### src/rtl/pifo_pkg.sv
// Shared definitions for the PIFO dequeue controller: FSM encoding and the
// wrap-aware rank eligibility rule.
package pifo_pkg;

  typedef enum logic [1:0] {
    ST_IDLE         = 2'd0,
    ST_WAIT_DROP    = 2'd1,
    ST_WAIT_REFRESH = 2'd2
  } deq_state_e;

  localparam int RANK_MAX_WIDTH = 32;

  // A rank is due once virtual time has reached it, compared modulo 2**width:
  // the MSB of (time - rank) is clear when rank lies in the past half-window.
  function automatic logic rank_eligible(
    input logic [RANK_MAX_WIDTH-1:0] time_v,
    input logic [RANK_MAX_WIDTH-1:0] rank_v,
    input int unsigned               width
  );
    logic [RANK_MAX_WIDTH-1:0] diff;
    diff = time_v - rank_v;
    return ~diff[width-1];
  endfunction

endpackage

### src/rtl/pifo_out_fifo.sv
// First-word-fall-through output buffer for dequeued PIFO entries.
module pifo_out_fifo
  import pifo_pkg::*;
#(
  parameter int WIDTH    = 16,
  parameter int L2_DEPTH = 2
) (
  input  logic                clk,
  input  logic                rst,
  input  logic                push,
  input  logic [WIDTH-1:0]    push_data,
  input  logic                pop,
  output logic [WIDTH-1:0]    head_data,
  output logic [L2_DEPTH:0]   count,
  output logic                not_empty
);

  localparam int DEPTH = 2**L2_DEPTH;
  localparam logic [L2_DEPTH-1:0] PTR_ONE  = L2_DEPTH'(1);
  localparam logic [L2_DEPTH:0]   CNT_ONE  = (L2_DEPTH+1)'(1);
  localparam logic [L2_DEPTH:0]   CNT_FULL = (L2_DEPTH+1)'(DEPTH);

  logic [WIDTH-1:0]    mem_r [DEPTH];
  logic [L2_DEPTH-1:0] wr_ptr_r;
  logic [L2_DEPTH-1:0] rd_ptr_r;
  logic [L2_DEPTH:0]   count_r;
  logic                push_ok_s;
  logic                pop_ok_s;

  // Guard push/pop against overflow and underflow.
  always_comb begin
    push_ok_s = push && (count_r != CNT_FULL);
    pop_ok_s  = pop && (count_r != '0);
  end

  // Entry storage; contents are don't-care until written.
  always_ff @(posedge clk) begin
    if (push_ok_s) begin
      mem_r[wr_ptr_r] <= push_data;
    end
  end

  // Pointers and occupancy.
  always_ff @(posedge clk) begin
    if (rst) begin
      wr_ptr_r <= '0;
      rd_ptr_r <= '0;
      count_r  <= '0;
    end else begin
      if (push_ok_s) begin
        wr_ptr_r <= wr_ptr_r + PTR_ONE;
      end
      if (pop_ok_s) begin
        rd_ptr_r <= rd_ptr_r + PTR_ONE;
      end
      case ({push_ok_s, pop_ok_s})
        2'b10:   count_r <= count_r + CNT_ONE;
        2'b01:   count_r <= count_r - CNT_ONE;
        default: count_r <= count_r;
      endcase
    end
  end

  assign head_data = mem_r[rd_ptr_r];
  assign count     = count_r;
  assign not_empty = (count_r != '0);

endmodule

### src/rtl/pifo_deq_ctrl.sv
// Pulls the minimum-rank entry out of a PIFO when it is due and there is room,
// paces removes against the PIFO's valid refresh, and buffers results.
module pifo_deq_ctrl
  import pifo_pkg::*;
#(
  parameter int RANK_WIDTH   = 8,
  parameter int META_WIDTH   = 8,
  parameter int L2_OUT_DEPTH = 2,
  parameter int WAIT_TIMEOUT = 15
) (
  input  logic                  clk,
  input  logic                  rst,
  input  logic [RANK_WIDTH-1:0] pifo_rank,
  input  logic [META_WIDTH-1:0] pifo_meta,
  input  logic                  pifo_valid,
  input  logic                  pifo_empty,
  output logic                  pifo_remove,
  input  logic [RANK_WIDTH-1:0] time_in,
  input  logic                  gate_en,
  output logic [RANK_WIDTH-1:0] m_rank,
  output logic [META_WIDTH-1:0] m_meta,
  output logic                  m_valid,
  input  logic                  m_ready,
  output logic [31:0]           deq_count,
  output logic                  timeout_err,
  output logic                  busy
);

  localparam int OUT_DEPTH = 2**L2_OUT_DEPTH;
  localparam int ENTRY_W   = RANK_WIDTH + META_WIDTH;
  localparam int TMR_W     = $clog2(WAIT_TIMEOUT + 1);
  localparam logic [L2_OUT_DEPTH:0] CNT_FULL = (L2_OUT_DEPTH+1)'(OUT_DEPTH);
  localparam logic [TMR_W-1:0]      TMR_ONE  = TMR_W'(1);
  localparam logic [TMR_W-1:0]      TMR_LAST = TMR_W'(WAIT_TIMEOUT - 1);

  deq_state_e          state_r;
  deq_state_e          state_s;
  logic [TMR_W-1:0]    tmr_r;
  logic [31:0]         deq_count_r;
  logic                timeout_err_r;
  logic                rank_ok_s;
  logic                gate_ok_s;
  logic                eligible_s;
  logic                remove_s;
  logic                timeout_hit_s;
  logic                fifo_pop_s;
  logic                fifo_nonempty_s;
  logic [L2_OUT_DEPTH:0] fifo_count_s;
  logic [ENTRY_W-1:0]  fifo_head_s;

  // Eligibility uses the registered FIFO count, keeping m_ready off the remove path.
  always_comb begin
    rank_ok_s = rank_eligible(RANK_MAX_WIDTH'(time_in), RANK_MAX_WIDTH'(pifo_rank),
                              RANK_WIDTH);
    if (gate_en) begin
      gate_ok_s = rank_ok_s;
    end else begin
      gate_ok_s = 1'b1;
    end
    eligible_s = pifo_valid && !pifo_empty && (fifo_count_s < CNT_FULL) && gate_ok_s;
  end

  // Next-state and remove pulse.
  always_comb begin
    state_s       = state_r;
    remove_s      = 1'b0;
    timeout_hit_s = 1'b0;
    case (state_r)
      ST_IDLE: begin
        if (eligible_s && !rst) begin
          remove_s = 1'b1;
          state_s  = ST_WAIT_DROP;
        end else begin
          state_s = ST_IDLE;
        end
      end
      ST_WAIT_DROP: state_s = ST_WAIT_REFRESH;
      ST_WAIT_REFRESH: begin
        if (pifo_valid || pifo_empty) begin
          state_s = ST_IDLE;
        end else if (tmr_r == TMR_LAST) begin
          timeout_hit_s = 1'b1;
          state_s       = ST_IDLE;
        end else begin
          state_s = ST_WAIT_REFRESH;
        end
      end
      default: state_s = ST_IDLE;
    endcase
  end

  // State register.
  always_ff @(posedge clk) begin
    if (rst) begin
      state_r <= ST_IDLE;
    end else begin
      state_r <= state_s;
    end
  end

  // Counts cycles spent waiting for the PIFO to refresh.
  always_ff @(posedge clk) begin
    if (rst) begin
      tmr_r <= '0;
    end else if ((state_r == ST_WAIT_REFRESH) && (state_s == ST_WAIT_REFRESH)) begin
      tmr_r <= tmr_r + TMR_ONE;
    end else begin
      tmr_r <= '0;
    end
  end

  // Dequeue counter and sticky timeout flag.
  always_ff @(posedge clk) begin
    if (rst) begin
      deq_count_r   <= 32'd0;
      timeout_err_r <= 1'b0;
    end else begin
      if (remove_s) begin
        deq_count_r <= deq_count_r + 32'd1;
      end
      if (timeout_hit_s) begin
        timeout_err_r <= 1'b1;
      end
    end
  end

  pifo_out_fifo #(
    .WIDTH    (ENTRY_W),
    .L2_DEPTH (L2_OUT_DEPTH)
  ) u_out_fifo (
    .clk       (clk),
    .rst       (rst),
    .push      (remove_s),
    .push_data ({pifo_rank, pifo_meta}),
    .pop       (fifo_pop_s),
    .head_data (fifo_head_s),
    .count     (fifo_count_s),
    .not_empty (fifo_nonempty_s)
  );

  // Status is held quiet while reset is applied, not just after it lands.
  assign m_valid     = fifo_nonempty_s && !rst;
  assign fifo_pop_s  = m_valid && m_ready;
  assign m_rank      = fifo_head_s[ENTRY_W-1:META_WIDTH];
  assign m_meta      = fifo_head_s[META_WIDTH-1:0];
  assign pifo_remove = remove_s;
  assign busy        = (state_r != ST_IDLE) && !rst;
  assign timeout_err = timeout_err_r && !rst;
  assign deq_count   = rst ? 32'd0 : deq_count_r;

endmodule

### config.mk
export PLATFORM = sky130hd
export DESIGN_NAME = pifo_deq_ctrl
export DESIGN_NICKNAME = d
export VERILOG_FILES = /design/src/rtl/pifo_pkg.sv /design/src/rtl/pifo_out_fifo.sv /design/src/rtl/pifo_deq_ctrl.sv
export SDC_FILE = /design/constraint.sdc
export NUM_CORES = 1
export LEC_CHECK = 0
export CAP_MARGIN = 5
export CORE_MARGIN = 10
export CORE_UTILIZATION = 58
export CTS_CLUSTER_DIAMETER = 100
export DETAILED_ROUTE_END_ITERATION = 12
export PLACE_DENSITY = 0.86
export SYNTH_ARGS = -nofsm -noshare
export SYNTH_HDL_FRONTEND = slang
export SYNTH_SLANG_ARGS = --single-unit
### constraint.sdc
create_clock -name clk -period 8.6 [get_ports clk]
set_clock_uncertainty 0.05 [all_clocks]
set_input_delay 1.72 -clock clk [delete_from_list [all_inputs] [get_ports clk]]
set_output_delay 1.72 -clock clk [all_outputs]
set_load 0.02 [all_outputs]
==> results.md <==
- Outcome: finished clean
- GPL Wtd Cong: 0.7796
- CP startpoint: pifo_rank[4]
- WL per Instance: 18.49 microns
- Max-slew violations: 0
- Number of library cell types mapped by synthesis: 46
- Slew headroom: 27.29%
- Max-cap viol count: 0
- Inserted Diodes: 0
- Via density: 5.713
- Mapped Cells: approximately 420
- Vias in the first global route: 3557
- Fillers: 631
- RR Endpoint: u_out_fifo.mem_r[0][9]
- Syn avg cell area: between 10 and 15 sq um
- Dpl hpwl: 7838 microns
- Total CTS buffers: 9
- Pin count of the biggest net entering global routing: 78
- Most common cell in the netlist: edfxtp_1
- Worst slew pin tran: 1.089 ns
- Main area contributors after synthesis: edfxtp_1 38%, dfxtp_1 19%, mux4_2 7.1%
- DIE AREA: 0.01294 sq mm
- Syn. warnings: 0
- Achievable frequency: 0.1574 GHz
- Cell Area, Placed: 0.005969 sq mm
- Final ANT Viol Nets: 0
- Highest ir drop seen on vdd: approximately 0.091 mV
- CTS tree: built
- CP endpoint: pifo_remove
- Final setup vio count: 0
- Post-CTS setup buffer count: 0
- Clock sink count: 112
- Reg2reg start: state_r[1]
- Final Hold Viols: 0
- Crit path launch type: input pin
- Asr flop ratio synth: 0%
- Reg2reg setup slack: 5.75 ns
- Clk buf depth: 2
- WL final: ~11000 microns
- LEAKAGE: 2.082 nW
- I/O pins: 82
- Tmin final: around 6.4 ns
- Final core occ: 71.20%
- P per Cell Area: 153.5 mW/mm^2
- Synth top area share: 37.70%
- Initial core utilization: between 50% and 60%
- Tcrit/Tclk final: 73.88%
- Clock latency on the worst-skew pair: approximately 0.37 ns
- DRC Markers: 0
- Num rows: 34
- Top_reg_cell synth: edfxtp_1
- Total vias in the final route: 3479
- Synth cell count leaders: 64 x edfxtp_1, 50 x nor2_1, 48 x dfxtp_1, 33 x nor2b_1, 20 x nor3_1
- Core area: 0.008636 sq mm
- Kind of critical path: input pin to output port
- Setup crit end kind: output port
- Data required time of the critical path: 6.83 ns
- EDFF count, synth: 64
- RSZ-0062 raised after global routing: no
- CTS H-tree depth: 3
- Area growth syn-to-layout: 20.62%
- Post-synthesis sequential area ratio: 56.55%
- Initial antenna violation count: 0
- Initial DRC count: 249
- Grt ovf: 0
- Die width: around 110 microns
- CP arrival: 4.58 ns
- Syn Std Cell Area: ~0.0051 sq mm
- CTS resizes: 0
- Post-route cell area: between 0.006 and 0.007 sq mm
- Syn nets: 467
- Setup_tns: 0 ns
- NumNets Final: 541
- TritonRoute pass-1 iters: 4
- Layout cells sized above 1: 10.18%
- Hold buffer count at CTS: 0
- Root buffer cell: clkbuf_8
- Port bufs: 81
- Clock slew at reported path FFs: 0.11 ns
- Path depth of the worst reg2reg path: 7
- Total track usage: 17.73%
- First-pass GRT wire length: 18240 microns
- Yosys reg bits: 112
- Die Y: 113.7 microns
- Hold crit path type: flip-flop to flip-flop
- Worst Hold Depth: 1
- Area leader, netlist: edfxtp_1
- Worst-path fanout max: 39
## final cells by class
type / count / area, sq um / share of cell area (%)
Clock buffer: 9 / 123.9 / 2.015
Clock inverter: 7 / 55.05 / 0.8954
Inverter: 17 / 63.81 / 1.038
Tap cell: 108 / 135.1 / 2.198
Multi-Input combinational cell: 272 / 2059 / 33.50
Timing Repair Buffer: 84 / 828.3 / 13.47
Sequential cell: 112 / 2883 / 46.89
## layout by cell type, fill, tap and decap left out, types with 2 or more instances in the layout
cell type	n
clkdlybuf4s50_1	80
edfxtp_1	64
nor2_1	50
dfxtp_1	48
nor2b_1	33
nor3_1	20
nand3_1	19
inv_1	17
mux4_2	16
mux2_1	14
ha_1	14
mux2_2	12
nand2_1	11
a21oi_1	9
clkbuf_8	9
nand4_1	8
and2_1	6
xor2_1	5
nor4_1	5
o21ai_0	4
or4_1	4
and3_1	4
and4_1	4
or3_1	4
xnor2_1	3
o211ai_1	3
o31ai_1	3
buf_4	3
a211oi_1	2
nand3b_1	2
nor4b_1	2
o21ai_1	2
clkinvlp_4	2
inv_8	2
## worst min-delay path by stage
stage / slack, ns / start / to
floorplan: 0.38 / tmr_r[0] / tmr_r[0]
global placement: 0.40 / tmr_r[0] / tmr_r[0]
detailed placement: 0.40 / tmr_r[0] / tmr_r[0]
CTS: 0.43 / tmr_r[0] / tmr_r[0]
global route: 0.47 / tmr_r[0] / tmr_r[0]
finish: 0.42 / tmr_r[0] / tmr_r[0]
## cell families after synthesis
family / synth area share (%)
multiplexers: 12.81
AND/OR/NAND/NOR: 18.24
adder cells (fa/ha/maj): 3.829
flip-flops: 56.55
AO/OA/AOI/OAI: 4.026
XOR/XNOR: 1.375
buffers and inverters: 3.166
## metal layers
layer | share of wire, % | global-route usage, % | vias up | wire length, microns
li1 | - | - | 1692 | -
met1 | 40 | 20.76 | 1684 | 4560
met2 | 52 | 30.70 | 89 | 5868
met3 | 6.2 | 5.039 | 14 | 695
met4 | 1.2 | 5.584 | 0 | 138
met5 | 0 | 0 | - | 0
## sequential cells by signal, summed over array words and instances, names as in the netlist, named ones only
name                 flops
u_out_fifo.wr_ptr_r      2
state_r                  2
u_out_fifo.count         3
u_out_fifo.rd_ptr_r      2
tmr_r                    4
timeout_err_r            1
u_out_fifo.mem_r        64
deq_count_r             32
## through the flow
step | hold slack (ns) | worst slack, ns | power (mW) | std cells
after floorplan | 0.3797 | 3.489 | 0.6316 | 422
after global placement | 0.3956 | 2.303 | 0.6636 | 593
after detailed placement | 0.4046 | 2.243 | 0.6673 | 593
after CTS | 0.4322 | 2.235 | 0.9504 | 609
after global routing | 0.4678 | 2.040 | 0.9814 | 609
final | 0.4231 | 2.246 | 0.9438 | 609
## worst max-delay path: stages
cell             delay [ns]
clkdlybuf4s50_1        0.55
inv_1                  0.06
ha_1                   0.30
a211oi_1               0.23
nor2_1                 0.11
or4_1                  0.42
a21oi_2                0.11
buf_4                  0.35
nor2_2                 0.13
clkdlybuf4s50_1        0.58
## report_power, final
group | leakage (nW) | switching (mW) | total [mW] | internal [mW]
clock | 0.0867 | 0.180 | 0.288 | 0.108
sequential | 0.964 | 0.00483 | 0.575 | 0.570
combinational | 1.03 | 0.0436 | 0.0800 | 0.0364
Note: power is estimated with default switching activity, not from simulation.
